## config.mk

```make
export PLATFORM = sky130hd
export DESIGN_NAME = fetch_pc_stage
export DESIGN_NICKNAME = d
export VERILOG_FILES = /design/src/rtl/fetch_pc_stage.sv
export SDC_FILE = /design/constraint.sdc
export NUM_CORES = 1
export LEC_CHECK = 0
export CORE_AREA = 4 4 266 268
export DETAILED_ROUTE_END_ITERATION = 10
export DIE_AREA = 0 0 270 272
export PLACE_DENSITY = 0.46
export SLEW_MARGIN = 30
export SYNTH_ARGS = -nofsm -noshare
export SYNTH_HDL_FRONTEND = slang
export SYNTH_SLANG_ARGS = --single-unit
```

## constraint.sdc

```tcl
create_clock -name clk -period 1.6 [get_ports clk]
set_input_delay 0.24 -clock clk [delete_from_list [all_inputs] [get_ports clk]]
set_output_delay 0.24 -clock clk [all_outputs]
set_load 0.05 [all_outputs]
```

## src/rtl/fetch_pc_stage.sv

```systemverilog
// Y86-64 fetch-side state: the F predicted-PC register, fetch-address selection
// (mispredict and ret recovery override the prediction), and the F->D pipeline register.
module fetch_pc_stage #(
  parameter logic [63:0] RESET_PC  = 64'h0,
  parameter logic [3:0]  NOP_ICODE = 4'h1,
  parameter logic [3:0]  RNONE     = 4'hF,
  parameter logic [2:0]  STAT_AOK  = 3'd1
) (
  input  logic        clk,
  input  logic        rst_n,
  input  logic [63:0] predPC,
  input  logic [3:0]  M_icode,
  input  logic        M_cnd,
  input  logic [63:0] M_valA,
  input  logic [3:0]  W_icode,
  input  logic [63:0] W_valM,
  input  logic        F_stall,
  input  logic        D_stall,
  input  logic        D_bubble,
  input  logic [3:0]  f_icode,
  input  logic [3:0]  f_ifun,
  input  logic [3:0]  f_rA,
  input  logic [3:0]  f_rB,
  input  logic [63:0] f_valC,
  input  logic [63:0] f_valP,
  input  logic [2:0]  f_stat,
  output logic [63:0] f_pc,
  output logic [63:0] F_predPC,
  output logic [3:0]  D_icode,
  output logic [3:0]  D_ifun,
  output logic [3:0]  D_rA,
  output logic [3:0]  D_rB,
  output logic [63:0] D_valC,
  output logic [63:0] D_valP,
  output logic [63:0] D_pc,
  output logic [2:0]  D_stat,
  output logic        D_valid
);

  localparam logic [3:0] IJXX = 4'h7;
  localparam logic [3:0] IRET = 4'h9;

  logic [63:0] f_predpc_q;
  logic [3:0]  d_icode_q, d_icode_d;
  logic [3:0]  d_ifun_q,  d_ifun_d;
  logic [3:0]  d_ra_q,    d_ra_d;
  logic [3:0]  d_rb_q,    d_rb_d;
  logic [63:0] d_valc_q,  d_valc_d;
  logic [63:0] d_valp_q,  d_valp_d;
  logic [63:0] d_pc_q,    d_pc_d;
  logic [2:0]  d_stat_q,  d_stat_d;
  logic        d_valid_q, d_valid_d;

  // Fetch address: a not-taken jXX in M beats a ret in W, which beats the prediction.
  always_comb begin
    f_pc = f_predpc_q;
    if ((M_icode == IJXX) && !M_cnd) begin
      f_pc = M_valA;
    end else if (W_icode == IRET) begin
      f_pc = W_valM;
    end
  end

  always_ff @(posedge clk or negedge rst_n) begin
    if (!rst_n) begin
      f_predpc_q <= RESET_PC;
    end else if (!F_stall) begin
      f_predpc_q <= predPC;
    end
  end

  // Stall has precedence over bubble.
  always_comb begin
    d_icode_d = d_icode_q;
    d_ifun_d  = d_ifun_q;
    d_ra_d    = d_ra_q;
    d_rb_d    = d_rb_q;
    d_valc_d  = d_valc_q;
    d_valp_d  = d_valp_q;
    d_pc_d    = d_pc_q;
    d_stat_d  = d_stat_q;
    d_valid_d = d_valid_q;
    if (!D_stall) begin
      if (D_bubble) begin
        d_icode_d = NOP_ICODE;
        d_ifun_d  = 4'h0;
        d_ra_d    = RNONE;
        d_rb_d    = RNONE;
        d_valc_d  = 64'h0;
        d_valp_d  = 64'h0;
        d_pc_d    = 64'h0;
        d_stat_d  = STAT_AOK;
        d_valid_d = 1'b0;
      end else begin
        d_icode_d = f_icode;
        d_ifun_d  = f_ifun;
        d_ra_d    = f_rA;
        d_rb_d    = f_rB;
        d_valc_d  = f_valC;
        d_valp_d  = f_valP;
        d_pc_d    = f_pc;
        d_stat_d  = f_stat;
        d_valid_d = 1'b1;
      end
    end
  end

  always_ff @(posedge clk or negedge rst_n) begin
    if (!rst_n) begin
      d_icode_q <= NOP_ICODE;
      d_ifun_q  <= 4'h0;
      d_ra_q    <= RNONE;
      d_rb_q    <= RNONE;
      d_valc_q  <= 64'h0;
      d_valp_q  <= 64'h0;
      d_pc_q    <= 64'h0;
      d_stat_q  <= STAT_AOK;
      d_valid_q <= 1'b0;
    end else begin
      d_icode_q <= d_icode_d;
      d_ifun_q  <= d_ifun_d;
      d_ra_q    <= d_ra_d;
      d_rb_q    <= d_rb_d;
      d_valc_q  <= d_valc_d;
      d_valp_q  <= d_valp_d;
      d_pc_q    <= d_pc_d;
      d_stat_q  <= d_stat_d;
      d_valid_q <= d_valid_d;
    end
  end

  assign F_predPC = f_predpc_q;
  assign D_icode  = d_icode_q;
  assign D_ifun   = d_ifun_q;
  assign D_rA     = d_ra_q;
  assign D_rB     = d_rb_q;
  assign D_valC   = d_valc_q;
  assign D_valP   = d_valp_q;
  assign D_pc     = d_pc_q;
  assign D_stat   = d_stat_q;
  assign D_valid  = d_valid_q;

endmodule

```

==> Implementation_results.wiki <==
{| class="wikitable"
! Metric !! Value
|-
| Number of rows in the core area || 96
|-
| Worst setup path endpoint || f_pc[34]
|-
| Count of mapped cells out of synthesis || 1273
|-
| Area overhead of the layout relative to synthesis || 90.8%
|-
| Simple-gate share of the synthesized area || 15.8%
|-
| Power density cells || 987 mW/mm²
|-
| Post-Place Worst Slack || -0.703 ns
|-
| Run status || complete, but fails checks
|-
| Routed wire length on met3 || 5.92 mm
|-
| Length of the first detailed-routing pass in iterations || 7
|-
| Vias post-DR || 12700
|-
| Overall overflow remaining after global route || 0
|-
| Depth of the most critical reg-to-reg path || 5
|-
| Unrepaired setup endpoints after global routing || yes
|-
| Total CTS buffers || 37
|-
| Synthesized net count || 1626
|-
| Number of distinct library cells after synthesis || 24
|-
| Cell area after layout || 0.0256 mm²
|-
| Worst supply voltage drop on vdd || around 0.72 mV
|-
| Endpoint of the most critical register-to-register path || D_pc[50]
|-
| Crit path from || W_icode[1]
|-
| Final instance count without filler cells || 2997
|-
| X dimension of the die || 270 µm
|-
| Total Die Area || 0.0734 mm²
|-
| Final hold viol count || 0
|-
| CTS max path bufs || 3
|-
| Final Max Slew Viols || 0
|-
| Maximum achievable frequency || around 530 MHz
|-
| Number of nets with antenna violations after routing || 0
|-
| Wire length of the first global-routing pass || 95.6 mm
|-
| Proportion of synthesized chip area in sequential cells || 51.6%
|-
| Initial DRC count || 674
|-
| Worst path required time || 1.36 ns
|-
| Starting Density || 19.6%
|-
| Total design power || 25.2 mW
|-
| Number of filler instances in the final layout || 6746
|-
| Post-route met1 wirelength || 25.4 mm
|-
| Post-synthesis xor/xnor area fraction || 0%
|-
| Layout cells sized above 1 || 40.7%
|-
| Portion of the clock cycle consumed by the worst path in the final layout || 119%
|-
| Core region area || about 0.068 mm²
|-
| Avg Synthesized Cell Area || 10.5 µm²
|-
| Chip height || 272 µm
|-
| Vias in the first global route || 13800
|-
| CTS tree || built
|-
| CP max FO || 8
|-
| Largest family of logic cells by synthesized area || simple AND/OR/NAND/NOR gates
|-
| Failing checks || negative setup slack
|-
| Netlist area before placement || 0.0134 mm²
|-
| Routed wire length on met2 || about 32 mm
|-
| Worst skew pair latency || between 0.5 and 0.6 ns
|-
| Maximum number of pins on one net before global-route repair || 90
|-
| Setup Skew || around 0.007 ns
|-
| GRT Resource Usage Total || 17.2%
|-
| Sum of routed wire length over all layers || 64.9 mm
|-
| Reg-to-reg slack, setup || 0.40 ns
|-
| PnR worst setup slack || -0.300 ns
|-
| Number of antenna violations at the first check in global routing || 16
|-
| Worst slew margin relative to its limit || between 60 and 70%
|-
| Reported leakage power || between 10 and 15 nW
|-
| DRC errors left || 0
|-
| Global placer's final weighted congestion || roughly 0.84
|-
| Placed standard-cell area || 0.0228 mm²
|-
| Vias per cell || 4.25
|-
| Total of warnings raised by yosys || 0
|-
| Crit Path Category || primary input to output pin
|-
| Crit. End Element || output pin
|-
| Pin slew with the least headroom to its limit || 0.462 ns
|-
| Deepest level of the CTS H-tree || 2
|-
| Post-synthesis register bit count || 276
|-
| Crit path arrival time || 1.66 ns
|-
| Minimum clock period || 1.90 ns
|-
| FF-to-FF Start || F_predPC[50]
|-
| Highest signal layer in the routed design || met5
|-
| Worst Setup Start Kind || primary input
|-
| Setup TNS Final || -14.76 ns
|-
| Adder-cell share of the synthesized area || 0%
|-
| CTS clock-pin slew for the worst setup and hold paths || 0.06 ns
|-
| Number of nets in the layout || 2437
|-
| Class of the worst hold path || primary input to flop
|-
| Root buffer cell || clkbuf_16
|-
| Proportion of synthesized area in mux cells || 14.9%
|-
| Max_cap viols || 0
|-
| Per-cell routed wire length || about 22 µm
|-
| I/O Buffers || just under 700
|-
| Synthesized-area fraction occupied by ao, oa, aoi and oai cells || 11.5%
|-
| Worst Hold Slack || between 0.1 and 0.15 ns
|-
| Total half-perimeter wirelength after legalization and detailed placement || ~49 mm
|-
| Core Util, Final || 37.4%
|-
| Count of placed standard cells including taps || between 2000 and 3000
|-
| Ports placed on the boundary || 693
|-
| Setup violators final || 64
|-
| CTS Sinks || 276
|}
[worst min-delay path by stage]
stage          startpoint  slack [ns]    endpoint  depth (start not counted)
2_1_floorplan       rst_n       -0.06  D_icode[1]                          0
3_3_place_gp        rst_n        0.18     D_pc[8]                          1
3_5_place_dp        rst_n        0.18     D_pc[9]                          1
4_1_cts          D_bubble        0.13  D_valC[43]                          3
5_1_grt          D_bubble        0.14  D_valC[43]                          3
6_report         D_bubble        0.14  D_valC[43]                          3
[power by group]
group | internal, mW | switching, mW | leakage [nW] | total (mW)
combinational | 3.88 | 5.16 | 7.11 | 9.04
sequential | 7.63 | 0.561 | 3.48 | 8.20
clock | 4.83 | 3.17 | 0.571 | 8.00
[sequential cells by signal, summed over array words and instances, names as in the netlist]
name / count
D_pc: 64
D_valP: 64
D_rA: 4
D_stat: 3
F_predPC: 64
D_ifun: 4
D_valid: 1
D_valC: 64
D_rB: 4
D_icode: 4
[worst max-delay path, stage by stage]
cell	delay [ns]
buf_6	0.09
and4bb_4	0.39
buf_12	0.17
buf_6	0.19
mux2i_4	0.28
mux2i_4	0.12
buf_12	0.16
[cells in the mapped netlist, drive strengths merged]
cell    number  share of area (%)
inv         64                1.8
a21o         1              0.056
mux2i      128                9.6
nand2b     136                6.3
o21ai      146                5.5
dfrtp      266                 50
a211o        1              0.065
a22o         1              0.065
o211ai      64                5.8
and4bb       2               0.19
buf         58                3.1
dfstp       10                2.0
nor2        11               0.33
mux2        64                5.4
nand2      211                5.9
nand4       64                3.0
clkbuf      46                1.3
[cell type report]
cell class / instances / area, µm² / share of cell area [%]
Antenna cell: 8 / 20.0 / 0.0783
Clock buffer: 54 / 1080 / 4.23
Clock inverter: 8 / 72.6 / 0.284
Inverter: 64 / 240 / 0.940
Multi-Input combinational cell: 829 / 7000 / 27.4
Sequential cell: 276 / 6930 / 27.1
Tap cell: 882 / 1100 / 4.32
Timing Repair Buffer: 876 / 9120 / 35.7
[per-layer routing]
metal	vias up	GRT usage (%)
met5	-	0
met4	2	4.65
met3	75	6.77
met2	531	29.5
met1	6168	20.0
li1	5971	-
[cell usage in the layout (no fill, tap or decap), types with 2 or more instances in the layout]
master | synthesis | routed
dfrtp_2 | 0 | 8
buf_6 | 10 | 14
clkbuf_2 | 0 | 2
nand2b_1 | 136 | 136
mux2i_1 | 128 | 4
dfstp_2 | 10 | 10
buf_2 | 41 | 4
o211ai_2 | 60 | 60
mux2i_2 | 0 | 27
buf_8 | 6 | 7
nand2_1 | 210 | 210
nor2_1 | 10 | 10
clkbuf_16 | 0 | 41
clkinv_2 | 0 | 5
buf_12 | 0 | 112
mux2i_4 | 0 | 97
inv_1 | 64 | 64
clkdlybuf4s50_1 | 0 | 339
mux2_2 | 64 | 64
o21ai_0 | 146 | 146
buf_16 | 0 | 8
buf_4 | 1 | 385
clkbuf_1 | 46 | 10
and4bb_4 | 0 | 2
clkbuf_8 | 0 | 5
o211ai_1 | 4 | 4
dfrtp_1 | 266 | 258
dlygate4sd3_1 | 0 | 2
nand4_1 | 64 | 64
diode_2 | 0 | 8
[timing repair]
item,CTS,global route
resized for setup,172,50
hold buffers,2,0
hold endpoints to repair,205,0
buffers inserted,27,15
pin swaps,3,3
endpoints found under the setup margin,65,65
gates cloned,4,2
[cells by family after synthesis]
family                 count (synthesis)
flip-flops                           276
buffers and inverters                168
AO/OA/AOI/OAI                        213
AND/OR/NAND/NOR                      424
multiplexers                         192
Power figures use the tool's default switching activity.
